File: src/rtl/eth_fcs_tx.sv
// Byte-wide Ethernet transmit framer: preamble/SFD insertion, zero padding to a
// minimum length, CRC-32 FCS append, underrun/oversize abort and inter-frame gap.
module eth_fcs_tx #(
    parameter int PREAMBLE_BYTES = 7,
    parameter int MIN_FRAME      = 60,
    parameter int MAX_FRAME      = 1514,
    parameter int IFG_BYTES      = 12
) (
    input  logic        clk,
    input  logic        reset_n,
    input  logic [7:0]  s_data,
    input  logic        s_valid,
    input  logic        s_last,
    output logic        s_ready,
    output logic [7:0]  tx_d,
    output logic        tx_en,
    output logic        tx_er,
    output logic        frame_done,
    output logic [15:0] frames_sent,
    output logic [2:0]  dbg_state_o
);

    // Handshake: a payload byte moves when s_valid & s_ready are both high at a
    // rising edge; s_ready is registered and only high while payload is being
    // taken (from the SFD cycle on) or while a dropped frame is being drained.
    // s_valid low while s_ready is high mid-frame is an underrun.

    localparam logic [15:0] PRE_N = 16'(PREAMBLE_BYTES);
    localparam logic [15:0] MIN_N = 16'(MIN_FRAME);
    localparam logic [15:0] MAX_N = 16'(MAX_FRAME);
    localparam logic [15:0] IFG_N = 16'(IFG_BYTES);

    // State names the kind of byte currently on tx_d.
    typedef enum logic [2:0] {IDLE, PRE, SFD, DATA, PAD, FCS, DROP, IFG} state_e;

    state_e      state_q, state_d;
    logic [15:0] cnt_q, cnt_d;
    logic [15:0] len_q, len_d;
    logic [31:0] crc_q, crc_d;
    logic [7:0]  tx_d_q, tx_d_d;
    logic        tx_en_q, tx_en_d;
    logic        tx_er_q, tx_er_d;
    logic        s_ready_q, s_ready_d;
    logic        done_q, done_d;
    logic [15:0] sent_q, sent_d;
    logic [31:0] fcs_w;
    logic [1:0]  fcs_sel;
    logic        tail;

    // Reflected CRC-32 step, one byte, data LSB first.
    function automatic logic [31:0] crc_byte(input logic [31:0] c, input logic [7:0] d);
        logic [31:0] r;
        r = c ^ {24'h000000, d};
        for (int i = 0; i < 8; i++) begin
            r = r[0] ? ((r >> 1) ^ 32'hEDB88320) : (r >> 1);
        end
        return r;
    endfunction

    assign fcs_w   = ~crc_q;
    assign fcs_sel = cnt_q[1:0] + 2'd1;
    // After the final payload byte (or a pad byte) the next byte is pad or FCS.
    assign tail    = ((state_q == DATA) && !s_ready_q) || (state_q == PAD);

    always_ff @(posedge clk) begin
        if (!reset_n) begin
            state_q <= IDLE;
        end else begin
            state_q <= state_d;
        end
    end

    always_comb begin
        state_d   = state_q;
        cnt_d     = cnt_q;
        len_d     = len_q;
        crc_d     = crc_q;
        tx_d_d    = 8'h00;
        tx_en_d   = 1'b0;
        tx_er_d   = 1'b0;
        s_ready_d = 1'b0;
        done_d    = 1'b0;
        sent_d    = sent_q;

        case (state_q)
            IDLE: begin
                if (s_valid) begin
                    tx_en_d = 1'b1;
                    if (PRE_N == 16'd0) begin
                        tx_d_d    = 8'hD5;
                        s_ready_d = 1'b1;
                        crc_d     = 32'hFFFFFFFF;
                        len_d     = 16'd0;
                        state_d   = SFD;
                    end else begin
                        tx_d_d  = 8'h55;
                        cnt_d   = 16'd1;
                        state_d = PRE;
                    end
                end
            end
            PRE: begin
                tx_en_d = 1'b1;
                if (cnt_q >= PRE_N) begin
                    tx_d_d    = 8'hD5;
                    s_ready_d = 1'b1;
                    crc_d     = 32'hFFFFFFFF;
                    len_d     = 16'd0;
                    state_d   = SFD;
                end else begin
                    tx_d_d = 8'h55;
                    cnt_d  = cnt_q + 16'd1;
                end
            end
            SFD, DATA: begin
                if (s_ready_q) begin
                    tx_en_d = 1'b1;
                    if (!s_valid) begin
                        tx_er_d   = 1'b1;
                        s_ready_d = 1'b1;
                        state_d   = DROP;
                    end else if (len_q == MAX_N) begin
                        // Byte MAX_FRAME+1 is replaced by the error marker.
                        tx_er_d   = 1'b1;
                        s_ready_d = !s_last;
                        state_d   = DROP;
                    end else begin
                        tx_d_d    = s_data;
                        crc_d     = crc_byte(crc_q, s_data);
                        len_d     = len_q + 16'd1;
                        s_ready_d = !s_last;
                        state_d   = DATA;
                    end
                end
            end
            FCS: begin
                if (cnt_q == 16'd3) begin
                    cnt_d   = 16'd1;
                    state_d = IFG;
                end else begin
                    tx_en_d = 1'b1;
                    tx_d_d  = fcs_w[{fcs_sel, 3'b000} +: 8];
                    cnt_d   = cnt_q + 16'd1;
                    if (fcs_sel == 2'd3) begin
                        done_d = 1'b1;
                        sent_d = sent_q + 16'd1;
                    end
                end
            end
            DROP: begin
                // s_ready low here means s_last was already consumed.
                if (!s_ready_q || (s_valid && s_last)) begin
                    cnt_d   = 16'd1;
                    state_d = IFG;
                end else begin
                    s_ready_d = 1'b1;
                end
            end
            IFG: begin
                if (cnt_q >= IFG_N) begin
                    state_d = IDLE;
                end else begin
                    cnt_d = cnt_q + 16'd1;
                end
            end
            default: state_d = IDLE;
        endcase

        if (tail) begin
            tx_en_d = 1'b1;
            if (len_q < MIN_N) begin
                tx_d_d  = 8'h00;
                crc_d   = crc_byte(crc_q, 8'h00);
                len_d   = len_q + 16'd1;
                state_d = PAD;
            end else begin
                tx_d_d  = fcs_w[7:0];
                cnt_d   = 16'd0;
                state_d = FCS;
            end
        end
    end

    always_ff @(posedge clk) begin
        if (!reset_n) begin
            cnt_q     <= 16'd0;
            len_q     <= 16'd0;
            crc_q     <= 32'hFFFFFFFF;
            tx_d_q    <= 8'h00;
            tx_en_q   <= 1'b0;
            tx_er_q   <= 1'b0;
            s_ready_q <= 1'b0;
            done_q    <= 1'b0;
            sent_q    <= 16'd0;
        end else begin
            cnt_q     <= cnt_d;
            len_q     <= len_d;
            crc_q     <= crc_d;
            tx_d_q    <= tx_d_d;
            tx_en_q   <= tx_en_d;
            tx_er_q   <= tx_er_d;
            s_ready_q <= s_ready_d;
            done_q    <= done_d;
            sent_q    <= sent_d;
        end
    end

    assign s_ready     = s_ready_q;
    assign tx_d        = tx_d_q;
    assign tx_en       = tx_en_q;
    assign tx_er       = tx_er_q;
    assign frame_done  = done_q;
    assign frames_sent = sent_q;
    assign dbg_state_o = state_q;

endmodule

File: config.mk
export PLATFORM = sky130hd
export DESIGN_NAME = eth_fcs_tx
export DESIGN_NICKNAME = d
export VERILOG_FILES = /design/src/rtl/eth_fcs_tx.sv
export SDC_FILE = /design/constraint.sdc
export NUM_CORES = 1
export LEC_CHECK = 0
export BUFFER_PORTS_ARGS = -buffer_cell sky130_fd_sc_hd__buf_2
export CAP_MARGIN = 20
export CORE_MARGIN = 2
export CORE_UTILIZATION = 28
export CTS_CLUSTER_DIAMETER = 30
export CTS_CLUSTER_SIZE = 25
export DETAILED_ROUTE_END_ITERATION = 10
export GPL_TIMING_DRIVEN = 1
export PLACE_DENSITY_LB_ADDON = 0.2
export SETUP_SLACK_MARGIN = 0.3
export SLEW_MARGIN = 5
export SYNTH_ARGS = -nofsm -noshare
export SYNTH_HDL_FRONTEND = slang
export SYNTH_SLANG_ARGS = --single-unit
export TNS_END_PERCENT = 5
File: constraint.sdc
create_clock -name clk -period 2.4 [get_ports clk]
set_input_delay 0.48 -clock clk [delete_from_list [all_inputs] [get_ports clk]]
set_output_delay 0.48 -clock clk [all_outputs]
set_load 0.05 [all_outputs]
==> flow_metrics.tcl <==
set metrics [dict create \
    cp_num_buf_inv 2 \
    numCtsBuffers 9 \
    hpwl_mm 15.5 \
    synth_ff_type "dfxtp_1" \
    seq_power_share 0.235 \
    num-nets-final 859 \
    hold_path_class "input port to register" \
    cts_root_buffer "clkbuf_16" \
    worst_pin_slew_ps 534 \
    endpoint_kind "register" \
    r2r-end "len_q[11]" \
    critical_path.top_delay_family "simple AND/OR/NAND/NOR gates" \
    die_w_um 157 \
    dr.pass1.iters 5 \
    postCtsHoldBufs 0 \
    netlist_area_um2 6530 \
    power_density_nw_per_um2 1060 \
    worst-path-stages 9 \
    grt.overflow.total 0 \
    synth_top_area_frac 0.291 \
    fillers 2347 \
    grt_max_degree 42 \
    rows 55 \
    io_buffers 42 \
    synth_area_leaders "dfxtp_1, xnor2_1, xor2_1" \
    critPathMaxFanout 5 \
    slowest_stage "dfxtp_4" \
    rrSetupSlack_ps 280 \
    syn_avg_cell_area_um2 8.71 \
    wl_mm 21.7 \
    fmax_mhz 471 \
    coreArea_um2 22800 \
    drtIter0Drc 417 \
    antenna_found_initial 0 \
    ir_drop_v 0.000454 \
    diodes 0 \
    relSlewSlack 0.644 \
    outcome "finished clean" \
    worstRegToRegCells 9 \
    path_cells "inv_1, ha_1, and4b_1, and4b_2, a21boi_4, nor2_4, buf_4, or3_1, a31oi_1" \
    synth_edf_count 0 \
    antenna_left 0 \
    pwr-share-comb 0.586 \
    crit_path_start "len_q[0]" \
    finClkSkew_ps 11.1 \
    hold_ws_ps 436 \
    period_share 0.884 \
    area.sequential_um2 1920 \
    pwr-share-clk 0.179 \
    viasPerCell 5.20 \
    clkSinkCount 95 \
    grt_pass1_vias 5644 \
    multi_input_area_um2 4560 \
    critPathRequiredTime_ps 2680 \
    grt_usage 0.177 \
    leakage_nw 3.00 \
    power_switching_mw 3.70 \
    yosysUniqueCellTypes 80 \
    grt_pass1_wl_mm 33.5 \
    finalMaxSlewViolations 0 \
    wl_per_cell_um 18.8 \
    hold_violations 0 \
    routed-via-count 6025 \
    clk_pin_slew_ps 70 \
    max_stage_delay_ps 350 \
    synth_cells 750 \
    synth_fp_nets 769 \
    drive_above_1_share 0.263 \
    r2r_start "len_q[0]" \
    place_congestion 0.862 \
    fin_tns_setup_ps 0 \
    hold_start "s_data[3]" \
    critPathLaunchType "register" \
    cts_tree "done" \
    synth_top_area_cell "dfxtp_1" \
    start_util 0.287 \
    cts_max_level 3 \
    fin_crit_ps 2120 \
    switching_share 0.428 \
    setup_viol 0 \
    intPower_mw 4.95 \
    area_growth_pct 25.3 \
    synth-seq-cells 95 \
    die_area_um2 24600 \
    clkLatencyLatePin_ps 360 \
    endpoint "len_q[11]" \
    path_class "register to register" \
    route.detailed.drc 0 \
    rsz0062_at_grt "yes" \
    cts_buffer_depth 2 \
    async_reset_ff_frac 0 \
    ios 43 \
    die_h_um 157 \
    ys_warn_count 0 \
    max-cap-violations 0 \
    synth_seq_area_share 0.291 \
    arrival_ps 2410 \
]
==> power groups by stage <==
stage	clock network [mW]	registers (mW)	logic [mW]
floorplan	0	2.08	3.53
global placement	0	2.06	4.93
detailed placement	0	2.06	4.92
CTS	1.60	2.03	4.95
global route	1.67	2.07	5.46
finish	1.55	2.03	5.07
==> cells by family (layout without fill, tap and decap cells) <==
logic type | count (synthesis) | after routing | share of synthesized area
flip-flops | 95 | 95 | 0.291
multiplexers | 13 | 13 | 0.0354
buffers and inverters | 58 | 153 | 0.0404
XOR/XNOR | 142 | 142 | 0.229
AO/OA/AOI/OAI | 194 | 194 | 0.205
adder cells (fa/ha/maj) | 7 | 7 | 0.0134
AND/OR/NAND/NOR | 241 | 241 | 0.185
==> worst reg2reg max path, delay by kind of cell (launching register included) <==
family,cells,cell delay (ps)
and+or+nand+nor,4,870
adders and majority gates,1,180
AOI/OAI and AO/OA,2,450
buffers and inverters,2,190
DFF,1,350
==> through the flow <==
stage	util	setup WS [ps]	power, mW	std cells	cell area (µm²)
global placement	0.331	218	7.00	1132	7540
global route	0.359	211	9.19	1158	8180
finish	0.359	278	8.65	1158	8180
CTS	0.345	228	8.58	1150	7870
floorplan	-	280	5.61	750	6540
detailed placement	0.331	163	6.99	1132	7540
==> cells in the mapped netlist, types with 5 or more instances <==
cell	count
dfxtp_1	95
xnor2_1	82
nor2_1	71
nand2_1	64
a21oi_1	48
xor2_1	41
o21ai_0	29
clkbuf_1	20
buf_2	19
nand3_1	19
nand4_1	15
nor3_1	13
a211oi_1	12
a31oi_1	11
and4_1	11
o22ai_1	11
o211ai_1	10
inv_1	9
and3_1	8
mux4_2	8
a22oi_1	7
ha_1	7
or3_1	7
a32oi_1	6
a41oi_1	6
buf_4	6
o221ai_1	6
a21boi_0	5
a311oi_1	5
and2_1	5
xnor2_2	5
xnor2_4	5
==> how the worst min path moves through the flow <==
stage / endpoint / slack, ps / cells past startpoint
after global routing: tx_d[3] / 450 / 3
after detailed placement: cnt_q[15] / 450 / 1
final: tx_d[3] / 440 / 3
after CTS: tx_d[3] / 430 / 3
after floorplan: cnt_q[15] / 440 / 1
after global placement: cnt_q[15] / 460 / 1
==> repair_timing <==
item	in CTS	in global routing
pin swaps	2	10
endpoints found under the setup margin	27	68
gates cloned	0	2
buffers inserted	2	6
resized for setup	2	51
==> layout by cell type (no fill, tap or decap), drive strengths merged, types with 4 or more instances in the layout <==
master	Yosys	final
buf	28	125
dfxtp	95	95
xnor2	92	92
nor2	72	72
nand2	66	66
a21oi	49	49
xor2	47	47
o21ai	31	31
nand3	20	20
nand4	15	15
nor3	15	15
a211oi	12	12
clkbuf	20	12
inv	9	12
and4	11	11
o22ai	11	11
a31oi	11	11
o211ai	10	10
a22oi	9	9
and3	8	8
mux4	8	8
or3	7	7
ha	7	7
a32oi	6	6
o221ai	6	6
a41oi	6	6
a21boi	6	6
and2	5	5
a311oi	5	5
nor4	5	5
nor3b	5	5
mux2i	4	4
==> per-layer routing <==
| layer | track usage | wire length, µm | share of wire | vias up |
|---|---|---|---|---|
| li1 | - | - | - | 2923 |
| met1 | 0.255 | 10700 | 0.49 | 2917 |
| met2 | 0.269 | 9530 | 0.44 | 160 |
| met3 | 0.0327 | 1140 | 0.052 | 25 |
| met4 | 0.0463 | 377 | 0.017 | 0 |
| met5 | 0 | 0 | 0 | - |
==> state kept, by name, indices dropped and copies added (netlist names) <==
| name | count |
|---|---|
| frame_done | 1 |
| dbg_state_o | 3 |
| tx_er | 1 |
| s_ready | 1 |
| frames_sent | 16 |
| tx_d | 8 |
| len_q | 16 |
| crc_q | 32 |
| cnt_q | 16 |
| tx_en | 1 |
==> final cells by class <==
cell class,count,area share
clock buffer,10,0.0292
timing repair buffer,127,0.118
sequential,95,0.235
clock inverter,6,0.00810
tap,313,0.0479
inverter,10,0.00459
multi-input combinational,597,0.557
No activity file was read; power rests on OpenSTA's default activity.
